## src/rtl/uart_tx_pkg.sv

```systemverilog
// Shared definitions for the UART transmitter: FSM state encodings and
// default timing constants.
package uart_tx_pkg;

  // 2-bit FSM encoding; values kept identical to the original state defines
  typedef enum logic [1:0] {
    UART_IDLE  = 2'd0,
    UART_START = 2'd1,
    UART_DATA  = 2'd2,
    UART_STOP  = 2'd3
  } uart_state_t;

  // 50 MHz system clock / 115200 baud
  localparam int unsigned UART_CLKS_PER_BIT = 434;

  // Data bits per frame (8N1 / 8N2)
  localparam int unsigned UART_DATA_BITS = 8;

  // Index of the last data bit, as a 3-bit value
  localparam logic [2:0] UART_LAST_BIT = 3'(UART_DATA_BITS - 1);

  // Width of a counter that must hold values 0..n-1 (never narrower than 1 bit)
  function automatic int unsigned cnt_width(input int unsigned n);
    return (n < 2) ? 1 : $clog2(n);
  endfunction

endpackage

```

## src/rtl/uart_tx_baud_tick.sv

```systemverilog
// Bit-period counter: counts 0..CLKS_PER_BIT-1 while enabled and flags the
// terminal count. A synchronous clear restarts the bit period.
module uart_baud_tick
  import uart_tx_pkg::*;
#(
  parameter int unsigned CLKS_PER_BIT = UART_CLKS_PER_BIT
) (
  input  logic CLK,
  input  logic RST,
  input  logic clear,
  input  logic en,
  output logic tick
);

  localparam int unsigned CNT_W = cnt_width(CLKS_PER_BIT);
  localparam logic [CNT_W-1:0] TERM = CNT_W'(CLKS_PER_BIT - 1);

  logic [CNT_W-1:0] baud_cnt;

  // Terminal count of the current bit period
  always_comb begin
    tick = en && (baud_cnt == TERM);
  end

  // Bit-period counter, wraps to zero on terminal count
  always_ff @(posedge CLK or posedge RST) begin
    if (RST) begin
      baud_cnt <= '0;
    end else if (clear) begin
      baud_cnt <= '0;
    end else if (en) begin
      if (baud_cnt == TERM) begin
        baud_cnt <= '0;
      end else begin
        baud_cnt <= baud_cnt + CNT_W'(1);
      end
    end
  end

endmodule

```

## src/rtl/uart_tx.sv

```systemverilog
// Serial UART transmitter fed by the memory-mapped UART window.
// A rising edge on uart_te while idle sends uart_txd as one 8N1/8N2 frame,
// LSB first, on a registered, idle-high txd line.
module uart_tx
  import uart_tx_pkg::*;
#(
  parameter int unsigned CLKS_PER_BIT = UART_CLKS_PER_BIT,
  parameter int unsigned STOP_BITS    = 1
) (
  input  logic       CLK,
  input  logic       RST,
  input  logic       uart_te,
  input  logic [7:0] uart_txd,
  output logic       txd,
  output logic       busy,
  output logic       done
);

  // Last value of the 1-bit stop counter (0 for one stop bit, 1 for two)
  localparam logic STOP_LAST = 1'(STOP_BITS - 1);

  uart_state_t state;
  logic        te_q;
  logic [7:0]  shift;
  logic [2:0]  bit_idx;
  logic        stop_cnt;
  logic        trigger;
  logic        tick;
  logic        baud_en;

  // Start a frame only on a fresh rising edge of uart_te while idle.
  // te_q resets high so a level held through reset release is not an edge.
  always_comb begin
    trigger = uart_te && !te_q && (state == UART_IDLE);
    baud_en = (state != UART_IDLE);
  end

  uart_baud_tick #(
    .CLKS_PER_BIT(CLKS_PER_BIT)
  ) u_baud (
    .CLK  (CLK),
    .RST  (RST),
    .clear(trigger),
    .en   (baud_en),
    .tick (tick)
  );

  // Frame sequencer: edge detect, shift register and registered line outputs
  always_ff @(posedge CLK or posedge RST) begin
    if (RST) begin
      state    <= UART_IDLE;
      txd      <= 1'b1;
      busy     <= 1'b0;
      done     <= 1'b0;
      te_q     <= 1'b1;
      shift    <= '0;
      bit_idx  <= '0;
      stop_cnt <= 1'b0;
    end else begin
      te_q <= uart_te;
      done <= 1'b0;
      unique case (state)
        UART_IDLE: begin
          if (trigger) begin
            shift    <= uart_txd;
            state    <= UART_START;
            txd      <= 1'b0;
            busy     <= 1'b1;
            bit_idx  <= '0;
            stop_cnt <= 1'b0;
          end
        end
        UART_START: begin
          if (tick) begin
            state <= UART_DATA;
            txd   <= shift[0];
          end
        end
        UART_DATA: begin
          if (tick) begin
            if (bit_idx == UART_LAST_BIT) begin
              state   <= UART_STOP;
              txd     <= 1'b1;
              bit_idx <= '0;
            end else begin
              shift   <= shift >> 1;
              txd     <= shift[1];
              bit_idx <= bit_idx + 3'd1;
            end
          end
        end
        UART_STOP: begin
          // Stop period spans STOP_BITS bit periods; the 1-bit counter
          // selects which of them is the last
          if (tick) begin
            if (stop_cnt == STOP_LAST) begin
              state    <= UART_IDLE;
              busy     <= 1'b0;
              done     <= 1'b1;
              stop_cnt <= 1'b0;
            end else begin
              stop_cnt <= stop_cnt + 1'b1;
            end
          end
        end
        default: begin
          state <= UART_IDLE;
        end
      endcase
    end
  end

endmodule
```

## config.mk

```make
export PLATFORM = sky130hd
export DESIGN_NAME = uart_tx
export DESIGN_NICKNAME = d
export VERILOG_FILES = /design/src/rtl/uart_tx_pkg.sv /design/src/rtl/uart_tx_baud_tick.sv /design/src/rtl/uart_tx.sv
export SDC_FILE = /design/constraint.sdc
export NUM_CORES = 1
export LEC_CHECK = 0
export ABC_CLOCK_PERIOD_IN_PS = 2000
export CAP_MARGIN = 15
export CELL_PAD_IN_SITES_DETAIL_PLACEMENT = 1
export CELL_PAD_IN_SITES_GLOBAL_PLACEMENT = 1
export CORE_MARGIN = 5
export CORE_UTILIZATION = 30
export DETAILED_ROUTE_END_ITERATION = 10
export GPL_ROUTABILITY_DRIVEN = 0
export GPL_TIMING_DRIVEN = 1
export PLACE_DENSITY_LB_ADDON = 0.1
export SYNTH_ARGS = -nofsm -noshare
export SYNTH_HDL_FRONTEND = slang
export SYNTH_SLANG_ARGS = --single-unit
```

## constraint.sdc

```tcl
create_clock -name CLK -period 2 [get_ports CLK]
set_input_delay 0.3 -clock CLK [delete_from_list [all_inputs] [get_ports CLK]]
set_output_delay 0.3 -clock CLK [all_outputs]
set_load 0.005 [all_outputs]
```

==> reports/metrics.csv, run 1 <==
metric,value,unit
dpl ws,-7.51,ps
initial antenna violation count,0,
nature of the critical path startpoint,flop,
Core Area,5010,um2
"Slew Viols, Final",0,
status,finished clean,
first-pass GRT wire length,6530,um
area growth from synthesis to layout,33.5,%
DR WL/cell,15.4,um
via density per instance,4.97,
reg2reg start,bit_idx[1]$_DFFE_PP0P_,
synthesized instance count,137,
vias,1207,
Crit Path Class,reg2reg,
vias in the first global route,1362,
Final TNS setup,0,ps
DRC violations left,0,
CTS tree,built,
TritonCTS Buffers,3,
Comb power frac,0.053,
# clock sinks,26,
Non-Filler Instances,243,
largest net degree at the start of global routing,27,
num rows,26,
Final setup viols,0,
Switching Share,0.207,
I/O Buffers,13,
Antenna Cells,0,
CP required,2180,ps
skew final,3.62,ps
Final WS setup,45.8,ps
Pwr per Cell Area,521,nW/um2
period utilization,0.977,
Mean Syn Cell Area,11.1,um2
clock buffer depth,2,
gr usage total,0.128,
max-cap viol count,0,
Reg2Reg Capture Point,shift[1]$_DFFE_PP0P_,
"Cell Area, Synth",1520,um2
"Seq/Total Area, Yosys",0.429,
FMAX,512,MHz
Worst-Margin Slew,365,ps
DRT Wirelength,3730,um
Starting Density,0.304,
worst-skew pair later-pin latency,280,ps
Worst Setup End Kind,flop,
Max VDD drop,0.291,mV
Detail Route Antenna Nets,0,
Worst-path clk slew,100,ps
Die X,81.3,um
Post-DP HPWL,2760,um
DR WL met2,1910,um
R2R setup slack,50,ps
critical path peak fanout,2,
FF-to-FF path depth,7,
syn_nets,158,
Post-synth EDFFs,0,
DP Cell Count,235,
fin crit period,1950,ps
Root Driver,clkbuf_8,
post-synth cell types,39,
DIE AREA,6610,um2
clock network fraction of total power,0.437,
class of the worst hold path,in2async,
yosys synthesis warning count,0,
wire length on met1,1690,um
Synth Register Bits,26,
drt pass-1 iters,4,
Post-synth top flop,dfrtp_1,
static leakage,0.000878,uW
portion of total power attributed to sequential cells,0.510,
sw power,220,uW
final net count,195,
highest routing layer actually used,met4,
slew margin rel.,0.750,
Post-synth ARST share,1.00,
met3 wire length,96,um
"Arr. time, crit path",2130,ps
DR iter-0 viols,40,
aggregate global routing overflow,0,
die span in y,81.3,um
final hold viol count,0,
share of cells above drive strength 1,0.370,
top-level I/O count,14,
internal power,840,uW
WHS,373,ps
H-tree depth,1,
[sequential cells by signal, summed over array words and instances (netlist names)]
register and flops:
u_baud.baud_cnt 9, busy 1, state 2, shift 8, done 1, txd 1
te_q 1, bit_idx 3
[power by group through the flow]
stage	Sequential (uW)	Combinational [uW]	Clock (uW)
finish	540	56.6	462
global route	542	63.6	488
CTS	540	57.1	470
detailed placement	550	53.5	0
global placement	550	51.4	0
floorplan	548	23.8	0
[worst max-delay path by stage]
| stage | cells past startpoint | end | slack [ps] | from |
|---|---|---|---|---|
| floorplan | 6 | shift[0]$_DFFE_PP0P_ | 60 | bit_idx[0]$_DFFE_PP0P_ |
| global placement | 6 | shift[3]$_DFFE_PP0P_ | 40 | bit_idx[0]$_DFFE_PP0P_ |
| finish | 7 | shift[1]$_DFFE_PP0P_ | 50 | bit_idx[1]$_DFFE_PP0P_ |
| global route | 7 | shift[1]$_DFFE_PP0P_ | -10 | bit_idx[1]$_DFFE_PP0P_ |
| detailed placement | 6 | shift[6]$_DFFE_PP0P_ | -8 | bit_idx[0]$_DFFE_PP0P_ |
| CTS | 7 | shift[5]$_DFFE_PP0P_ | 2 | bit_idx[0]$_DFFE_PP0P_ |
[cells by family (layout without fill, tap and decap cells)]
family	Yosys count	after routing	synth area share
multiplexers	21	21	0.153
AND/OR/NAND/NOR	39	39	0.172
AO/OA/AOI/OAI	30	30	0.133
flip-flops	26	26	0.429
buffers and inverters	11	47	0.0312
adder cells (fa/ha/maj)	10	10	0.0821
[routing by layer]
metal,vias up,GRT usage
met4,0,0.0355
met2,18,0.233
li1,575,-
met3,4,0.0222
met5,-,0
met1,610,0.153
[per-stage QoR]
| step | utilization | total power (uW) | cell area [um2] |
|---|---|---|---|
| floorplan | - | 572 | 1520 |
| global placement | 0.372 | 602 | 1860 |
| detailed placement | 0.372 | 604 | 1860 |
| CTS | 0.398 | 1070 | 1990 |
| global route | 0.406 | 1090 | 2030 |
| finish | 0.406 | 1060 | 2030 |
[cell type report]
class | count | area, um2
sequential | 26 | 654
timing repair buffer | 36 | 315
multi-input combinational | 100 | 880
tap | 70 | 87.6
clock inverter | 1 | 30.0
inverter | 7 | 26.3
fill | 579 | 2980
clock buffer | 3 | 41.3
[repair_timing]
| action | CTS | global route |
|---|---|---|
| setup endpoints to repair | 7 | 8 |
| buffers inserted | 2 | 2 |
| cloned | 0 | 0 |
| pin swaps | 2 | 3 |
| resized for setup | 8 | 8 |
| hold buffers | 0 | 0 |
[worst max-delay path, stage by stage (launching register included)]
cell and delay, ps:
dfrtp_1 410, ha_2 190, ha_2 170, nand2b_4 140
o41a_1 350, nor2_4 150, buf_4 150, mux2_4 290
[Yosys cell counts (2+ instances only)]
library cell,count,share of area
dfrtp_1,24,0.39
mux2_2,18,0.13
ha_1,10,0.082
nand2_1,9,0.022
inv_1,7,0.017
a21oi_1,6,0.020
a31oi_1,6,0.025
nand2b_1,6,0.025
nor2_1,6,0.015
o21ai_0,5,0.016
nand3_1,4,0.013
mux2i_1,3,0.020
a41oi_1,2,0.011
and3_1,2,0.0082
and3_2,2,0.0098
and4b_1,2,0.013
buf_2,2,0.0066
dfstp_2,2,0.034
[layout by cell type (no fill, tap or decap), types with 3 or more instances in the layout]
master           synthesis  routed
nand2_1                  9       9
mux2_2                  18      11
mux2_4                   0       7
nor2_1                   6       6
o21ai_0                  5       5
ha_1                    10       5
a31oi_1                  6       6
dfrtp_1                 24      23
buf_4                    1      22
a21oi_1                  6       6
clkdlybuf4s50_1          0      13
mux2i_1                  3       3
ha_2                     0       4
nand2b_1                 6       5
nand3_1                  4       4
inv_1                    7       6
clkbuf_8                 0       3
Power figures use the tool's default switching activity.
==> inputs of run 2 (changes only) <==
--- a/config.mk
+++ b/config.mk
@@ -5,7 +5,7 @@
 export SDC_FILE = /design/constraint.sdc
 export NUM_CORES = 1
 export LEC_CHECK = 0
-export ABC_CLOCK_PERIOD_IN_PS = 2000
+export ABC_CLOCK_PERIOD_IN_PS = 2100
 export CAP_MARGIN = 15
 export CELL_PAD_IN_SITES_DETAIL_PLACEMENT = 1
 export CELL_PAD_IN_SITES_GLOBAL_PLACEMENT = 1
==> constraint.sdc (replaced) <==
create_clock -name CLK -period 2.1 [get_ports CLK]
set_input_delay 0.315 -clock CLK [delete_from_list [all_inputs] [get_ports CLK]]
set_output_delay 0.315 -clock CLK [all_outputs]
set_load 0.005 [all_outputs]
==> run 2 against run 1 <==
- sequential share of layout area is 2.8 points higher
- hold slack improved by 24 ps
- highest routed layer unchanged
- sequential power down 4.6%
- non-clock buffer count decreased by 11
- core utilization fell by 3.4 points
- combinational power fell by 16%
- largest cell class unchanged
==> reports/metrics.csv, run 2 (synthesis gave the netlist of run 1 again) <==
metric,value,unit
number of flip-flops in the largest register,9,
Worst-path clk slew,100,ps
FMAX,499,MHz
R2R setup slack,100,ps
Final WS setup,96.8,ps
"Top cell by count, worst path",ha_1,
Crit path largest cell delay,400,ps
skew final,4.80,ps
vias,1149,
nature of the critical path startpoint,flop,
Stages on worst setup path,6,
biggest regs,"u_baud.baud_cnt x9, shift x8, bit_idx x3",
clock buffer depth,2,
Root Driver,clkbuf_8,
period utilization,0.954,
final hold viol count,0,
Worst-Margin Slew,357,ps
worst-skew pair later-pin latency,270,ps
largest net degree at the start of global routing,27,
critical path's top delay family,flip-flops,
fin crit period,2000,ps
crit path launch,bit_idx[0]$_DFFE_PP0P_,
DIE AREA,6610,um2
die span in y,81.3,um
max-cap viol count,0,
class of the worst hold path,in2async,
Die X,81.3,um
Reg2Reg Capture Point,shift[1]$_DFFE_PP0P_,
Non-Filler Instances,232,
"commonest non-fill, non-tap cells in the layout","dfrtp_1, mux2_2, clkdlybuf4s50_1",
dpl ws,15.3,ps
Final setup viols,0,
FF-to-FF path depth,6,
Final TNS setup,0,ps
DR WL/cell,15.3,um
post-CTS setup buffers,0,
Max VDD drop,0.285,mV
static leakage,0.000810,uW
hold_buf cts,0,
CP Buf/Inv Count,0,
final instance area,1870,um2
num rows,26,
first-pass GRT wire length,6210,um
Antenna Cells,0,
I/O Buffers,13,
Worst path slowest cell,dfrtp_1,
largest register by flop count,u_baud.baud_cnt,
"Slew Viols, Final",0,
RSZ-0062 raised after global routing,false,
Pwr per Cell Area,481,nW/um2
Crit Path Class,reg2reg,
slew margin rel.,0.756,
CP required,2260,ps
Fill cells,574,
final net count,184,
"commonest non-fill, non-tap cell in the layout",dfrtp_1,
vias in the first global route,1273,
CTS tree,built,
initial antenna violation count,0,
drt pass-1 iters,4,
# clock sinks,26,
DP Area,1810,um2
Post-DP HPWL,2660,um
"Arr. time, crit path",2160,ps
Worst Setup End Kind,flop,
top-level I/O count,14,
via density per instance,4.95,
area growth from synthesis to layout,22.4,%
Detail Route Antenna Nets,0,
CTS resizes,0,
H-tree depth,1,
DRC violations left,0,
DP Cell Count,228,
gr usage total,0.121,
Starting Density,0.304,
DR iter-0 viols,47,
DRT Wirelength,3540,um
CP Cell Sequence,ha_1 -> ha_1 -> nand2b_1 -> o41a_1 -> nor2_4 -> mux2_2,
status,finished clean,
reg2reg start,bit_idx[0]$_DFFE_PP0P_,
Core Area,5010,um2
critical path peak fanout,7,
TritonCTS Buffers,3,
aggregate global routing overflow,0,
share of cells above drive strength 1,0.278,
-- run 2: cell types whose count changed in the layout (fill, tap and decap cells not counted), sizes merged --
cell / change
buf: -11
bufinv: -1
clkbuf: +1
-- run 2: metal layers --
metal	share of wire	wire, um	vias up	global-route usage
li1	-	-	555	-
met3	0.020	71	4	0.0222
met2	0.51	1790	11	0.213
met4	0.012	42	0	0.0321
met1	0.46	1640	579	0.151
met5	0	0	-	0
-- run 2: worst max-delay path by stage --
| stage | end | slack [ps] |
|---|---|---|
| finish | shift[1]$_DFFE_PP0P_ | 100 |
| global route | shift[5]$_DFFE_PP0P_ | 6 |
| CTS | shift[5]$_DFFE_PP0P_ | 60 |
| detailed placement | shift[5]$_DFFE_PP0P_ | 20 |
| global placement | shift[3]$_DFFE_PP0P_ | 80 |
| floorplan | shift[0]$_DFFE_PP0P_ | 90 |
-- run 2: where the power goes --
| part | internal, uW | switching, uW |
|---|---|---|
| Combinational | 29.0 | 18.6 |
| Clock | 168 | 168 |
| Sequential | 510 | 4.68 |
-- run 2: worst register-to-register path, delay by kind of cell (launching register included) --
family | cells | cell delay (ps)
flip-flops | 1 | 400
adder cells (fa/ha/maj) | 2 | 390
AND/OR/NAND/NOR | 2 | 380
multiplexers | 1 | 370
AO/OA/AOI/OAI | 1 | 350
-- run 2: metrics by stage --
step	hold slack [ps]	power, uW	util
floorplan	319	545	-
global placement	485	572	0.361
detailed placement	494	574	0.361
CTS	411	915	0.372
global route	428	944	0.372
finish	397	898	0.372
-- run 2: final cells by class --
type,instances,area (um2),area share
Tap cell,70,87.6,0.0469
Multi-Input combinational cell,100,823,0.441
Timing Repair Buffer,25,220,0.118
Clock buffer,4,55.1,0.0295
Sequential cell,26,653,0.350
Inverter,7,26.3,0.0141
-- run 2: repair_timing --
action | 4_1_cts | 5_1_grt
pin swaps | 2 | 2
cloned | 0 | 0
endpoints found under the hold margin | 0 | 0
setup endpoints to repair | 2 | 8
==> patch: new RTL, config.mk and constraints of run 2 <==
Set the package constant `UART_CLKS_PER_BIT` to 108 (it was 434).
--- a/src/rtl/uart_tx_pkg.sv
+++ b/src/rtl/uart_tx_pkg.sv
@@ -11,7 +11,7 @@
   } uart_state_t;
 
   // 50 MHz system clock / 115200 baud
-  localparam int unsigned UART_CLKS_PER_BIT = 434;
+  localparam int unsigned UART_CLKS_PER_BIT = 108;
 
   // Data bits per frame (8N1 / 8N2)
   localparam int unsigned UART_DATA_BITS = 8;
Function: same outputs for any inputs over 10 cycles, from zero or initial values and one cycle with RST high; that may be too few to reach the edited logic, so the function may still have changed.
==> patch against run 2 <==
Sequential power down 9.9%; wire length down 22%; clock power down 16%; synthesized cell count down 9.5%; global-route usage down 2.4 points; worst setup slack better by 0.062 ns; sequential cell count down 2; power down 13%; final area down 15%; highest routed layer unchanged; synthesized area down 12%; critical endpoint is now shift[6].
==> patch: results (changes against run 2) <==
status: finished clean
synth unique cells: 35 (-10%)
NetSw: 160 µW (-16%)
Post-CTS Setup Bufs: 0 (unchanged)
top cells by count, synth: dfrtp_1, mux2_2, o21ai_0
GRT Util Overall: 9.71% (-2.4 points)
PostCTS Resize Cnt: 0 (unchanged)
CP max-delay cell: dfrtp_1
initial drt markers: 21 (-55%)
biggest regs: shift: 8 flops, u_baud.baud_cnt: 7 flops, bit_idx: 3 flops
vias in the first global route: 1020 (-20%)
CTS Buf Count: 3 (unchanged)
Area contributors post-synth: dfrtp_1, mux2_2, ha_1, o21ai_0, dfstp_2
first-pass GRT wire length: 4710 µm (-24%)
post-synthesis sequential area ratio: 45.1% (+2.3 points)
Worst path max stage delay: 0.43 ns (+0.03 ns)
DRT Wirelength: 2750 µm (-22%)
Slew @ Worst Pin: 0.463 ns (+0.107 ns)
DRT Pass-1 Iters: 3 (-1)
Layout Skew: 0.00371 ns (-0.00110 ns)
DR WL/cell: 14.3 µm (-6.5%)
largest net degree at the start of global routing: 25 (-7.4%)
Via density: 4.88 (-1.6%)
post-synth net total: 144 (-8.9%)
layout cells sized above 1: 19.1% (-8.6 points)
Root Buffer: clkbuf_8
CP max FO: 8 (+1)
Max IR drop VDD: 0.212 mV (-25%)
Worst EP arrival: 2.10 ns (-0.06 ns)
DP HPWL: 2030 µm (-24%)
Syn Area/Cell: 10.8 µm² (-3.1%)
placed cells: 189 (-17%)
[patch: cell families after synthesis]
logic type	share of synthesized area [%]
adders and majority gates	8.43
DFF	45.1
xor gates and xnor gates	0.656
AOI/OAI and AO/OA	13.1
and+or+nand+nor	13.9
buffers and inverters	4.68
muxes	14.1
[patch: layer usage]
metal,routed length (µm),vias up,track usage [%],part of all wire [%]
met3,58,4,2.11,2.1
met1,1280,460,12.3,47
met5,0,-,0,0
li1,-,468,-,-
met4,38,0,3.67,1.4
met2,1370,9,16.0,50
[patch: per-stage QoR]
step | worst slack (ns) | instance area [µm²] | utilization, %
after floorplan | 0.177 | 1340 | -
after global placement | 0.0687 | 1540 | 35.6
after detailed placement | 0.00781 | 1540 | 35.6
after CTS | 0.129 | 1590 | 36.7
after global routing | -0.00640 | 1590 | 36.7
final | 0.159 | 1590 | 36.7
[patch: cell type report]
cell class | count | area [µm²]
fillers | 508 | 2740
clock buffers | 4 | 45.0
inverters | 9 | 33.8
repair buffers | 18 | 168
multi-input cells | 86 | 672
well taps | 52 | 65.1
flip-flops and latches | 24 | 603
[patch: worst paths after layout]
path / startpoint / cells past startpoint / to / slack [ns]
max: state[0] / 5 / shift[6] / 0.16
min: RST / 3 / u_baud.baud_cnt[1] / 0.39
max reg2reg: state[0] / 5 / shift[6] / 0.16
min reg2reg: shift[2] / 1 / shift[2] / 0.51
max in group asynchronous: RST / 3 / txd / 1.41
min in group CLK: uart_te / 1 / te_q / 0.49
[patch: power by group through the flow]
stage / clock network [µW] / registers [µW] / logic [µW]
after floorplan: 0 / 473 / 8.35
after global routing: 315 / 464 / 35.8
after CTS: 300 / 464 / 33.1
after detailed placement: 0 / 473 / 32.7
final: 282 / 464 / 31.6
after global placement: 0 / 473 / 32.6
